==> src/rtl/pwm_ctl_pkg.sv <==
// pwm_ctl_pkg
// Shared types and constants for the PWM update sequencer.
//   seq_state_t          : sequencer FSM states
//   SRC_NORMAL / SRC_STM : source ids, also used as bit indices into request/grant vectors
//   DEF_*                : default parameter values
//   timer_width()        : bits needed to hold a timer value up to timeout-1
package pwm_ctl_pkg;

  typedef enum logic [1:0] {
    ST_IDLE      = 2'd0,
    ST_WAIT_SYNC = 2'd1,
    ST_ISSUE     = 2'd2,
    ST_WAIT_DONE = 2'd3
  } seq_state_t;

  localparam logic SRC_NORMAL = 1'b0;
  localparam logic SRC_STM    = 1'b1;

  localparam int DEF_SYNC_BITS = 9;
  localparam int DEF_TIMEOUT   = 64;
  localparam int DEF_CNT_WIDTH = 16;

  function automatic int timer_width(input int timeout);
    return (timeout > 1) ? $clog2(timeout) : 1;
  endfunction

endpackage

==> src/rtl/rr_arbiter2.sv <==
// rr_arbiter2
// Two-input round-robin arbiter. Produces a combinational one-hot grant and
// remembers which source won last so the other one wins the next tie.
//   i_clk, i_rst_n : clock, asynchronous active-low reset
//   i_req[1:0]     : requests, indexed by SRC_NORMAL / SRC_STM
//   i_commit       : high when the current grant is actually taken
//   o_grant[1:0]   : one-hot grant (all zero when nothing requests)
module rr_arbiter2
  import pwm_ctl_pkg::*;
(
  input  logic       i_clk,
  input  logic       i_rst_n,
  input  logic [1:0] i_req,
  input  logic       i_commit,
  output logic [1:0] o_grant
);

  logic       r_last_grant;
  logic [1:0] w_grant;

  always_comb begin
    w_grant = 2'b00;
    case (i_req)
      2'b01:   w_grant[SRC_NORMAL] = 1'b1;
      2'b10:   w_grant[SRC_STM]    = 1'b1;
      // Tie: whoever did not win last time goes first.
      2'b11:   w_grant = (r_last_grant == SRC_STM) ? 2'b01 : 2'b10;
      default: w_grant = 2'b00;
    endcase
  end

  // Resetting to STM means the very first tie goes to the normal source.
  always_ff @(posedge i_clk or negedge i_rst_n) begin
    if (!i_rst_n) begin
      r_last_grant <= SRC_STM;
    end else if (i_commit && (|i_req)) begin
      r_last_grant <= w_grant[SRC_STM] ? SRC_STM : SRC_NORMAL;
    end
  end

  assign o_grant = w_grant;

endmodule

==> src/rtl/pwm_update_sequencer.sv <==
// pwm_update_sequencer
// Sequences duty/phase updates into the PWM datapath: arbitrates between the
// normal and STM sources, waits for a SYS_TIME boundary so every transducer
// switches on the same phase, fires DIN_VALID, then waits for DOUT_VALID with
// a timeout.
//   CLK, RST_N            : clock, asynchronous active-low reset
//   SYS_TIME              : free-running system time
//   REQ_NORMAL, REQ_STM   : level requests, held until granted
//   GRANT_NORMAL/STM      : one-cycle grant pulses
//   SEL_STM               : duty/phase mux select (1 = STM), held from grant to completion
//   DIN_VALID, DOUT_VALID : preconditioner start pulse / completion pulse
//   BUSY                  : high whenever the sequencer is not idle
//   TIMEOUT_ERR, CLR_ERR  : sticky timeout flag and its clear
//   UPDATE_CNT            : wrapping count of successful updates
module pwm_update_sequencer
  import pwm_ctl_pkg::*;
#(
  parameter int SYNC_BITS = DEF_SYNC_BITS,
  parameter int TIMEOUT   = DEF_TIMEOUT,
  parameter int CNT_WIDTH = DEF_CNT_WIDTH
) (
  input  logic                 CLK,
  input  logic                 RST_N,
  input  logic [63:0]          SYS_TIME,
  input  logic                 REQ_NORMAL,
  input  logic                 REQ_STM,
  output logic                 GRANT_NORMAL,
  output logic                 GRANT_STM,
  output logic                 SEL_STM,
  output logic                 DIN_VALID,
  input  logic                 DOUT_VALID,
  output logic                 BUSY,
  output logic                 TIMEOUT_ERR,
  input  logic                 CLR_ERR,
  output logic [CNT_WIDTH-1:0] UPDATE_CNT
);

  localparam int             TW       = timer_width(TIMEOUT);
  localparam logic [TW-1:0]  TMR_LAST = TW'(TIMEOUT - 1);

  seq_state_t           r_state, w_state_next;
  logic                 r_grant_normal, w_grant_normal_next;
  logic                 r_grant_stm, w_grant_stm_next;
  logic                 r_sel_stm, w_sel_stm_next;
  logic                 r_din_valid, w_din_valid_next;
  logic                 r_busy, w_busy_next;
  logic                 r_timeout_err, w_timeout_err_next;
  logic [CNT_WIDTH-1:0] r_update_cnt, w_update_cnt_next;
  logic [TW-1:0]        r_timer, w_timer_next;

  logic [1:0]           w_req;
  logic [1:0]           w_grant;
  logic                 w_sync;
  logic                 w_unused_time;

  assign w_req[SRC_NORMAL] = REQ_NORMAL;
  assign w_req[SRC_STM]    = REQ_STM;

  // Only the low bits define the update boundary.
  assign w_sync        = (SYS_TIME[SYNC_BITS-1:0] == '0);
  assign w_unused_time = ^SYS_TIME[63:SYNC_BITS];

  // The arbiter only commits its decision while idle, so requests that move
  // after a grant never disturb last_grant mid-sequence.
  rr_arbiter2 u_arb (
    .i_clk    (CLK),
    .i_rst_n  (RST_N),
    .i_req    (w_req),
    .i_commit (r_state == ST_IDLE),
    .o_grant  (w_grant)
  );

  always_comb begin
    w_state_next        = r_state;
    w_grant_normal_next = 1'b0;
    w_grant_stm_next    = 1'b0;
    w_din_valid_next    = 1'b0;
    w_sel_stm_next      = r_sel_stm;
    w_timer_next        = r_timer;
    w_update_cnt_next   = r_update_cnt;
    // A timeout below overrides this, so a set coinciding with a clear wins.
    w_timeout_err_next  = r_timeout_err & ~CLR_ERR;

    case (r_state)
      ST_IDLE: begin
        if (|w_req) begin
          w_grant_normal_next = w_grant[SRC_NORMAL];
          w_grant_stm_next    = w_grant[SRC_STM];
          w_sel_stm_next      = w_grant[SRC_STM];
          w_state_next        = ST_WAIT_SYNC;
        end
      end
      ST_WAIT_SYNC: begin
        // DIN_VALID is registered, so it lands in the ISSUE cycle.
        if (w_sync) begin
          w_din_valid_next = 1'b1;
          w_state_next     = ST_ISSUE;
        end
      end
      ST_ISSUE: begin
        w_timer_next = '0;
        w_state_next = ST_WAIT_DONE;
      end
      ST_WAIT_DONE: begin
        // Completion is checked first so it beats a same-cycle timeout.
        if (DOUT_VALID) begin
          w_update_cnt_next = r_update_cnt + CNT_WIDTH'(1);
          w_state_next      = ST_IDLE;
        end else if (r_timer == TMR_LAST) begin
          w_timeout_err_next = 1'b1;
          w_state_next       = ST_IDLE;
        end else begin
          w_timer_next = r_timer + TW'(1);
        end
      end
      default: w_state_next = ST_IDLE;
    endcase

    w_busy_next = (w_state_next != ST_IDLE);
  end

  always_ff @(posedge CLK or negedge RST_N) begin
    if (!RST_N) begin
      r_state        <= ST_IDLE;
      r_grant_normal <= 1'b0;
      r_grant_stm    <= 1'b0;
      r_sel_stm      <= 1'b0;
      r_din_valid    <= 1'b0;
      r_busy         <= 1'b0;
      r_timeout_err  <= 1'b0;
      r_update_cnt   <= '0;
      r_timer        <= '0;
    end else begin
      r_state        <= w_state_next;
      r_grant_normal <= w_grant_normal_next;
      r_grant_stm    <= w_grant_stm_next;
      r_sel_stm      <= w_sel_stm_next;
      r_din_valid    <= w_din_valid_next;
      r_busy         <= w_busy_next;
      r_timeout_err  <= w_timeout_err_next;
      r_update_cnt   <= w_update_cnt_next;
      r_timer        <= w_timer_next;
    end
  end

  assign GRANT_NORMAL = r_grant_normal;
  assign GRANT_STM    = r_grant_stm;
  assign SEL_STM      = r_sel_stm;
  assign DIN_VALID    = r_din_valid;
  assign BUSY         = r_busy;
  assign TIMEOUT_ERR  = r_timeout_err;
  assign UPDATE_CNT   = r_update_cnt;

endmodule

==> config.mk <==
export PLATFORM = sky130hd
export DESIGN_NAME = pwm_update_sequencer
export DESIGN_NICKNAME = d
export VERILOG_FILES = /design/src/rtl/pwm_ctl_pkg.sv /design/src/rtl/rr_arbiter2.sv /design/src/rtl/pwm_update_sequencer.sv
export SDC_FILE = /design/constraint.sdc
export NUM_CORES = 1
export LEC_CHECK = 0
export BUFFER_PORTS_ARGS = -buffer_cell sky130_fd_sc_hd__clkbuf_2
export CAP_MARGIN = 20
export CELL_PAD_IN_SITES_DETAIL_PLACEMENT = 0
export CELL_PAD_IN_SITES_GLOBAL_PLACEMENT = 1
export CORE_ASPECT_RATIO = 1.25
export CORE_MARGIN = 2
export CORE_UTILIZATION = 30
export DETAILED_ROUTE_END_ITERATION = 8
export HOLD_SLACK_MARGIN = 0.06
export PLACE_DENSITY = 0.89
export SYNTH_ARGS = -nofsm -noshare
export SYNTH_HDL_FRONTEND = slang
export SYNTH_HIERARCHICAL = 1
export SYNTH_SLANG_ARGS = --single-unit
==> constraint.sdc <==
create_clock -name CLK -period 1.5 [get_ports CLK]
set_input_delay 0.3 -clock CLK [delete_from_list [all_inputs] [get_ports CLK]]
set_output_delay 0.3 -clock CLK [all_outputs]
set_load 0.05 [all_outputs]
==> impl_metrics.py, run 1 <==
metrics = {
    "run_status": {
        "status": "finished, final reports clean",
    },
    "floorplanning": {
        "fp.dieArea_mm2": 0.005422,
        "design.core.area_mm2": 0.004695,
        "die_extent_in_x_um": 66.27,
        "die_y_um": 81.83,
        "starting_utilization_of_the_core_area": 0.3097,
        "ioPinCount": 92,
        "std_cell_rows": 28,
    },
    "yosys": {
        "syn_inst": 131,
        "synth_fp_nets": 203,
        "syn-cell-area_mm2": 0.001454,
        "synthesis.area_per_instance_um2": 11.10,
        "synth.largest_area_cell": "dfrtp_1",
        "synth_cell_types": 38,
        "synth.area.top_cells": "dfrtp_1 (52%), xnor2_1 (6.6%), nand2_1 (3.1%)",
        "yosysSeqAreaShare": 0.5344,
        "post-synth-top-area-fraction": 0.5164,
        "yosysWarnings": 6,
        "ys_ff_latch": 31,
    },
    "global_routing": {
        "grt_overflow_total": 0,
        "largest_net_degree_at_the_start_of_global_routing": 32,
        "groute.usage.overall": 0.1208,
        "wire_length_of_the_first_global_routing_pass_um": 4871,
        "grt_antenna_before_repair": 0,
        "first_global_vias": 1080,
    },
    "sta": {
        "post-route-worst-setup-slack_ns": 0.08829,
        "finalSetupViolations": 0,
        "hold_viol": 0,
        "grt_setup_unrepaired": "false",
        "period_needed_ns": 1.412,
        "skew_ns": 0.004507,
        "clock.fmax_mhz": 708.4,
        "setup_total_negative_slack_ns": 0,
        "fin_hold_ws_ns": 0.1926,
        "slew_headroom": 0.7404,
        "worst-slew-pin-transition_ns": 0.3893,
        "slew_violations": 0,
        "finalCritPeriodShare": 0.9411,
    },
    "clocking": {
        "post_cts_resized": 0,
        "root_buffer": "clkbuf_8",
        "cts_bufs_inserted": 5,
        "tritoncts": "yes",
        "cts-root-to-sink-buffers": 2,
        "cts_sinks": 31,
        "clkSlewWorstSetupHoldPaths_ns": 0.07,
        "worstSkewPairLatency_ns": 0.28,
        "htree_num_levels": 2,
        "cts.repair_timing.setup_buffer_count": 0,
    },
    "final_layout": {
        "fillerInstances": 495,
        "finalNonFillerCells": 243,
        "final_core_utilization": 0.4059,
        "final_layout_size_suffix_gt1_frac": 0.3825,
        "final_nets": 254,
        "final_area_mm2": 0.001906,
        "insertedDiodeCount": 0,
        "flow.area_growth_from_synthesis_pct": 31.07,
    },
    "worst_setup_path": {
        "worstSetupPathType": "register to register",
        "worst-endpoint-required_ns": 1.67,
        "cp_cell_sequence": "and3_1 -> a31oi_4 -> a41oi_1 -> a211o_1",
        "critical_path.top_delay_family": "compound AO/OA/AOI/OAI gates",
        "worstPathMaxFanout": 5,
        "crit_buf_inv": 0,
        "critical-path-max-stage-delay_ns": 0.41,
        "cpMaxStageDelayCell": "dfrtp_1",
        "timing.critical_path.from_type": "register",
        "arrival_ns": 1.58,
        "startpoint_of_the_worst_register_to_register_path": "r_timer[4]",
        "crit_path_start": "r_timer[4]",
        "cp-end-kind": "register",
    },
    "detailed_routing": {
        "avgViaCountPerCell": 4.663,
        "routed-via-count": 1133,
        "drt_wl_cell_um": 11.91,
        "drt_iter0_drc": 50,
        "finalWirelength_um": 2894,
        "post-route-drc-count": 0,
        "drt-pass1-iter-count": 4,
        "antenna_left": 0,
    },
    "pwr": {
        "power.total_mw": 3.012,
        "p_leak_nw": 0.9028,
        "ir_worst_vdd_mv": 0.4519,
        "power.density_mw_per_mm2": 1581,
    },
    "placement": {
        "dp_hpwl_um": 2151,
        "numPlacedInstances": 234,
        "gp_routability_congestion": 0.7710,
        "buffer_ports.inserted": 36,
        "pre_cts_ws_ns": 0.08910,
        "placement.cell_area_mm2": 0.001778,
    },
    "min_path": {
        "hold_path.class": "input port to register",
        "timing.hold.worst.start": "CLR_ERR",
    },
    "run": {
        "cap_viol_max_count": 0,
    },
}
[registers in the layout, indices dropped and copies added, names as in the netlist]
| signal | count |
|---|---|
| TIMEOUT_ERR | 1 |
| GRANT_STM | 1 |
| BUSY | 1 |
| u_arb/r_last_grant | 1 |
| UPDATE_CNT | 16 |
| GRANT_NORMAL | 1 |
| r_state | 2 |
| DIN_VALID | 1 |
| r_timer | 6 |
| SEL_STM | 1 |
[layout by cell type, fill, tap and decap left out, drive strengths merged, types with 2 or more instances in the layout]
cell type	Yosys	final
a21boi	2	2
a21oi	5	5
a31oi	3	3
and2	2	2
and3	5	5
and4	3	3
buf	2	9
clkbuf	0	42
dfrtp	30	30
ha	2	2
inv	5	5
nand2	12	12
nand3	8	8
nand4	5	5
nor2	10	10
nor3	3	3
nor4b	2	2
o21ai	2	2
xnor2	11	11
xor2	4	4
[power by group]
part / switching (mW) / internal, mW
clock network: 0.317 / 0.537
logic: 0.632 / 0.362
registers: 0.154 / 1.01
[synthesized netlist by cell type]
cell type	number
a21o_1	1
xnor2_1	11
o21ai_0	2
nor2_1	10
dfrtp_1	30
ha_1	2
a21oi_1	5
a31oi_4	1
xor2_1	4
a31oi_1	2
or2_2	1
nor4_1	1
dfstp_2	1
mux2_2	1
nand2_1	12
a221o_1	1
a21boi_1	1
a211oi_1	1
inv_1	5
o31ai_1	1
nand4_1	4
a21boi_0	1
and2_1	2
and2b_2	1
a211o_1	1
a41oi_1	1
and4_1	3
nor3_4	2
nand4_4	1
nand3_1	8
o22ai_1	1
buf_2	2
nand3b_1	1
o2bb2ai_1	1
o221ai_1	1
nor4b_1	2
nor3_1	1
and3_1	5
[what timing repair did]
| item | in CTS | in global routing |
|---|---|---|
| hold endpoints to repair | 30 | 0 |
| hold buffers | 1 | 0 |
| setup endpoints to repair | 0 | 1 |
[cells by family after synthesis]
logic type | share of synthesized area
flip-flops | 0.5344
AND/OR/NAND/NOR | 0.2220
multiplexers | 0.007745
adder cells (fa/ha/maj) | 0.01721
buffers and inverters | 0.01980
AO/OA/AOI/OAI | 0.1084
XOR/XNOR | 0.09036
[final timing paths]
kind	slack, ns	cells after the start	end
max	0.09	4	r_timer[3]
min	0.19	2	TIMEOUT_ERR
max reg2reg	0.09	4	r_timer[3]
min reg2reg	0.47	1	UPDATE_CNT[8]
max in group asynchronous	0.62	3	u_arb/r_last_grant
min in group asynchronous	0.56	3	r_timer[4]
[metal layers]
metal | share of wire | wire length, um | global-route usage
met1 | 0.42 | 1204 | 0.1353
met2 | 0.51 | 1464 | 0.1940
met3 | 0.057 | 166 | 0.04110
met4 | 0.020 | 59 | 0.07959
met5 | 0 | 0 | 0
[cell type report]
| type | instances | area (um2) | area share |
|---|---|---|---|
| clock buffer | 6 | 82.58 | 0.04334 |
| clock inverter | 2 | 35.03 | 0.01838 |
| inverter | 5 | 18.77 | 0.009849 |
| multi-input combinational | 93 | 648.1 | 0.3401 |
| sequential | 31 | 788.3 | 0.4137 |
| tap | 60 | 75.07 | 0.03940 |
| timing repair buffer | 46 | 257.7 | 0.1353 |
(Power assumes the default switching activity.)
==> run 2: changes to the inputs <==
- ABC_AREA: not set -> 1
- PLACE_DENSITY: 0.89 -> 0.9
==> impl_metrics.py, run 2 <==
metrics = {
    "sta": {
        "finalSetupViolations": 0,
        "skew_ns": 0.008324,
        "finalCritPeriodShare": 0.9455,
        "period_needed_ns": 1.418,
        "fin_hold_ws_ns": 0.2036,
        "clock.fmax_mhz": 705.1,
        "slew_violations": 0,
        "post-route-worst-setup-slack_ns": 0.08172,
        "hold_viol": 0,
        "worst-slew-pin-transition_ns": 0.5960,
        "slew_headroom": 0.5985,
    },
    "yosys": {
        "syn_inst": 183,
        "synth.area.top_cells": "dfrtp_1 (47%), nand2_1 (10%), inv_1 (7.3%)",
        "synth.largest_area_cell": "dfrtp_1",
        "syn-cell-area_mm2": 0.001593,
        "netlist_top_cells_count": "nand2_1 (43), inv_1 (31), dfrtp_1 (30), nor2_1 (17), nand3_1 (14)",
        "synth_edf_count": 0,
        "yosysWarnings": 6,
        "commonest_register_cell_after_synthesis": "dfrtp_1",
        "synth_cell_types": 30,
        "ys_ff_latch": 31,
        "synthArstFlopShare": 1.000,
        "synth.most_common_cell": "nand2_1",
        "synth_fp_nets": 255,
        "yosysSeqAreaShare": 0.4878,
        "post-synth-top-area-fraction": 0.4713,
        "synthesis.area_per_instance_um2": 8.704,
    },
    "placement": {
        "gp_routability_congestion": 0.7630,
        "pre_cts_ws_ns": 0.08019,
        "buffer_ports.inserted": 36,
        "numPlacedInstances": 286,
        "dp_hpwl_um": 2403,
    },
    "worst_setup_path": {
        "arrival_ns": 1.55,
        "timing.critical_path.from_type": "register",
        "critical-path-max-stage-delay_ns": 0.38,
        "cp-end-kind": "register",
        "cell_with_the_most_instances_on_the_worst_path": "nand2_2",
        "worst-endpoint-required_ns": 1.63,
        "cp_cell_sequence": "ha_2 -> nand2_2 -> nor2_4 -> nand2_2 -> a21boi_4 -> nand4_1",
        "critical_path.top_delay_family": "simple AND/OR/NAND/NOR gates",
        "worstSetupPathType": "register to register",
        "crit_buf_inv": 0,
        "cpMaxStageDelayCell": "dfrtp_1",
        "worstPathMaxFanout": 8,
    },
    "final_layout": {
        "flow.area_growth_from_synthesis_pct": 27.18,
        "layout_common_cells": "nand2_1 (41), clkbuf_2 (36), inv_1 (31), dfrtp_1 (25), nor2_1 (16)",
        "layout.cells.most_common": "nand2_1",
        "final_layout_size_suffix_gt1_frac": 0.3064,
        "final_core_utilization": 0.3959,
        "final_nets": 306,
        "insertedDiodeCount": 0,
        "largest_register_ff_count": 16,
        "finalNonFillerCells": 297,
    },
    "clocking": {
        "cts_bufs_inserted": 5,
        "clkSlewWorstSetupHoldPaths_ns": 0.07,
        "htree_num_levels": 2,
        "cts-root-to-sink-buffers": 2,
        "worstSkewPairLatency_ns": 0.28,
        "tritoncts": "yes",
        "cts_sinks": 31,
        "root_buffer": "clkbuf_8",
    },
    "global_routing": {
        "grt_overflow_total": 0,
        "largest_net_degree_at_the_start_of_global_routing": 32,
        "groute.usage.overall": 0.1212,
        "grt_antenna_before_repair": 0,
        "first_global_vias": 1270,
        "wire_length_of_the_first_global_routing_pass_um": 5720,
    },
    "detailed_routing": {
        "post-route-drc-count": 0,
        "antenna_left": 0,
        "finalWirelength_um": 3197,
        "avgViaCountPerCell": 4.367,
        "drt_wl_cell_um": 10.76,
        "drt-pass1-iter-count": 4,
        "drt_iter0_drc": 58,
        "routed-via-count": 1297,
    },
    "floorplanning": {
        "starting_utilization_of_the_core_area": 0.3113,
        "die_extent_in_x_um": 69.17,
        "ioPinCount": 92,
        "std_cell_rows": 29,
        "die_y_um": 85.47,
        "fp.dieArea_mm2": 0.005912,
        "design.core.area_mm2": 0.005116,
    },
    "min_path": {
        "hold_path.class": "input port to register",
    },
    "pwr": {
        "power.total_mw": 2.335,
        "ir_worst_vdd_mv": 0.4369,
        "power.density_mw_per_mm2": 1153,
        "p_leak_nw": 1.116,
    },
    "run": {
        "cap_viol_max_count": 0,
    },
    "run_status": {
        "status": "finished, final reports clean",
    },
}
## run 2: cell count changes after synthesis, moves of 5 or more
cell	delta
nor2_1	+7
nand2_1	+31
nand3_1	+6
and3_1	-5
inv_1	+26
a21oi_1	-5
xnor2_1	-7
## run 2: worst reg2reg max path: cells and delay by family (launching register included)
family                     cells  cell delay, ns
adders and majority gates      1            0.22
AOI/OAI and AO/OA              1            0.25
and+or+nand+nor                4            0.43
DFF                            1            0.38
## run 2: cell families (layout without fill, tap and decap cells)
family | after synthesis | in the layout | share of synthesized area
AO/OA/AOI/OAI | 14 | 14 | 0.06521
buffers and inverters | 31 | 83 | 0.07305
adder cells (fa/ha/maj) | 2 | 2 | 0.01571
flip-flops | 31 | 31 | 0.4878
multiplexers | 1 | 1 | 0.007069
XOR/XNOR | 10 | 10 | 0.05970
AND/OR/NAND/NOR | 94 | 94 | 0.2914
## run 2: per-layer routing
layer | vias up | GRT usage | wire (um)
met1 | 583 | 0.1375 | 1361
met5 | - | 0 | 0
met4 | 0 | 0.04813 | 57
met3 | 5 | 0.03682 | 162
met2 | 34 | 0.2124 | 1615
li1 | 675 | - | -
## run 2: worst paths after layout
| kind | endpoint | from | slack, ns | cells after the start |
|---|---|---|---|---|
| hold reg to reg | UPDATE_CNT[3] | UPDATE_CNT[3] | 0.48 | 1 |
| hold / removal | TIMEOUT_ERR | CLR_ERR | 0.20 | 2 |
| min in group asynchronous | UPDATE_CNT[7] | RST_N | 0.56 | 3 |
| setup / recovery | BUSY | r_timer[1] | 0.08 | 6 |
| max in group asynchronous | u_arb/r_last_grant | RST_N | 0.60 | 3 |
| setup reg to reg | BUSY | r_timer[1] | 0.08 | 6 |
## run 2: cell type report
cell class | count | area (um2)
clock inverter | 1 | 5.005
tap | 62 | 77.57
sequential | 31 | 783.3
fill | 515 | 3090
multi-input combinational | 121 | 714.4
clock buffer | 7 | 86.33
inverter | 31 | 116.4
timing repair buffer | 44 | 242.7
## run 2: where the power goes
group / total (mW) / switching (mW) / internal [mW]
clock network: 0.683 / 0.313 / 0.370
registers: 1.07 / 0.107 / 0.966
logic: 0.580 / 0.400 / 0.180
total: 2.34 / 0.820 / 1.52
## run 2: timing repair
action,in CTS,in global routing
resized for setup,0,5
hold buffers,1,0
buffers inserted,0,2
setup endpoints to repair,0,7
endpoints found under the hold margin,30,0
## run 2: metrics by stage
stage | cell area, um2 | setup TNS [ns]
after floorplan | 1599 | 0
after global placement | 1894 | 0
after detailed placement | 1894 | 0
after CTS | 1996 | 0
after global routing | 2026 | -0.001097
final | 2026 | 0
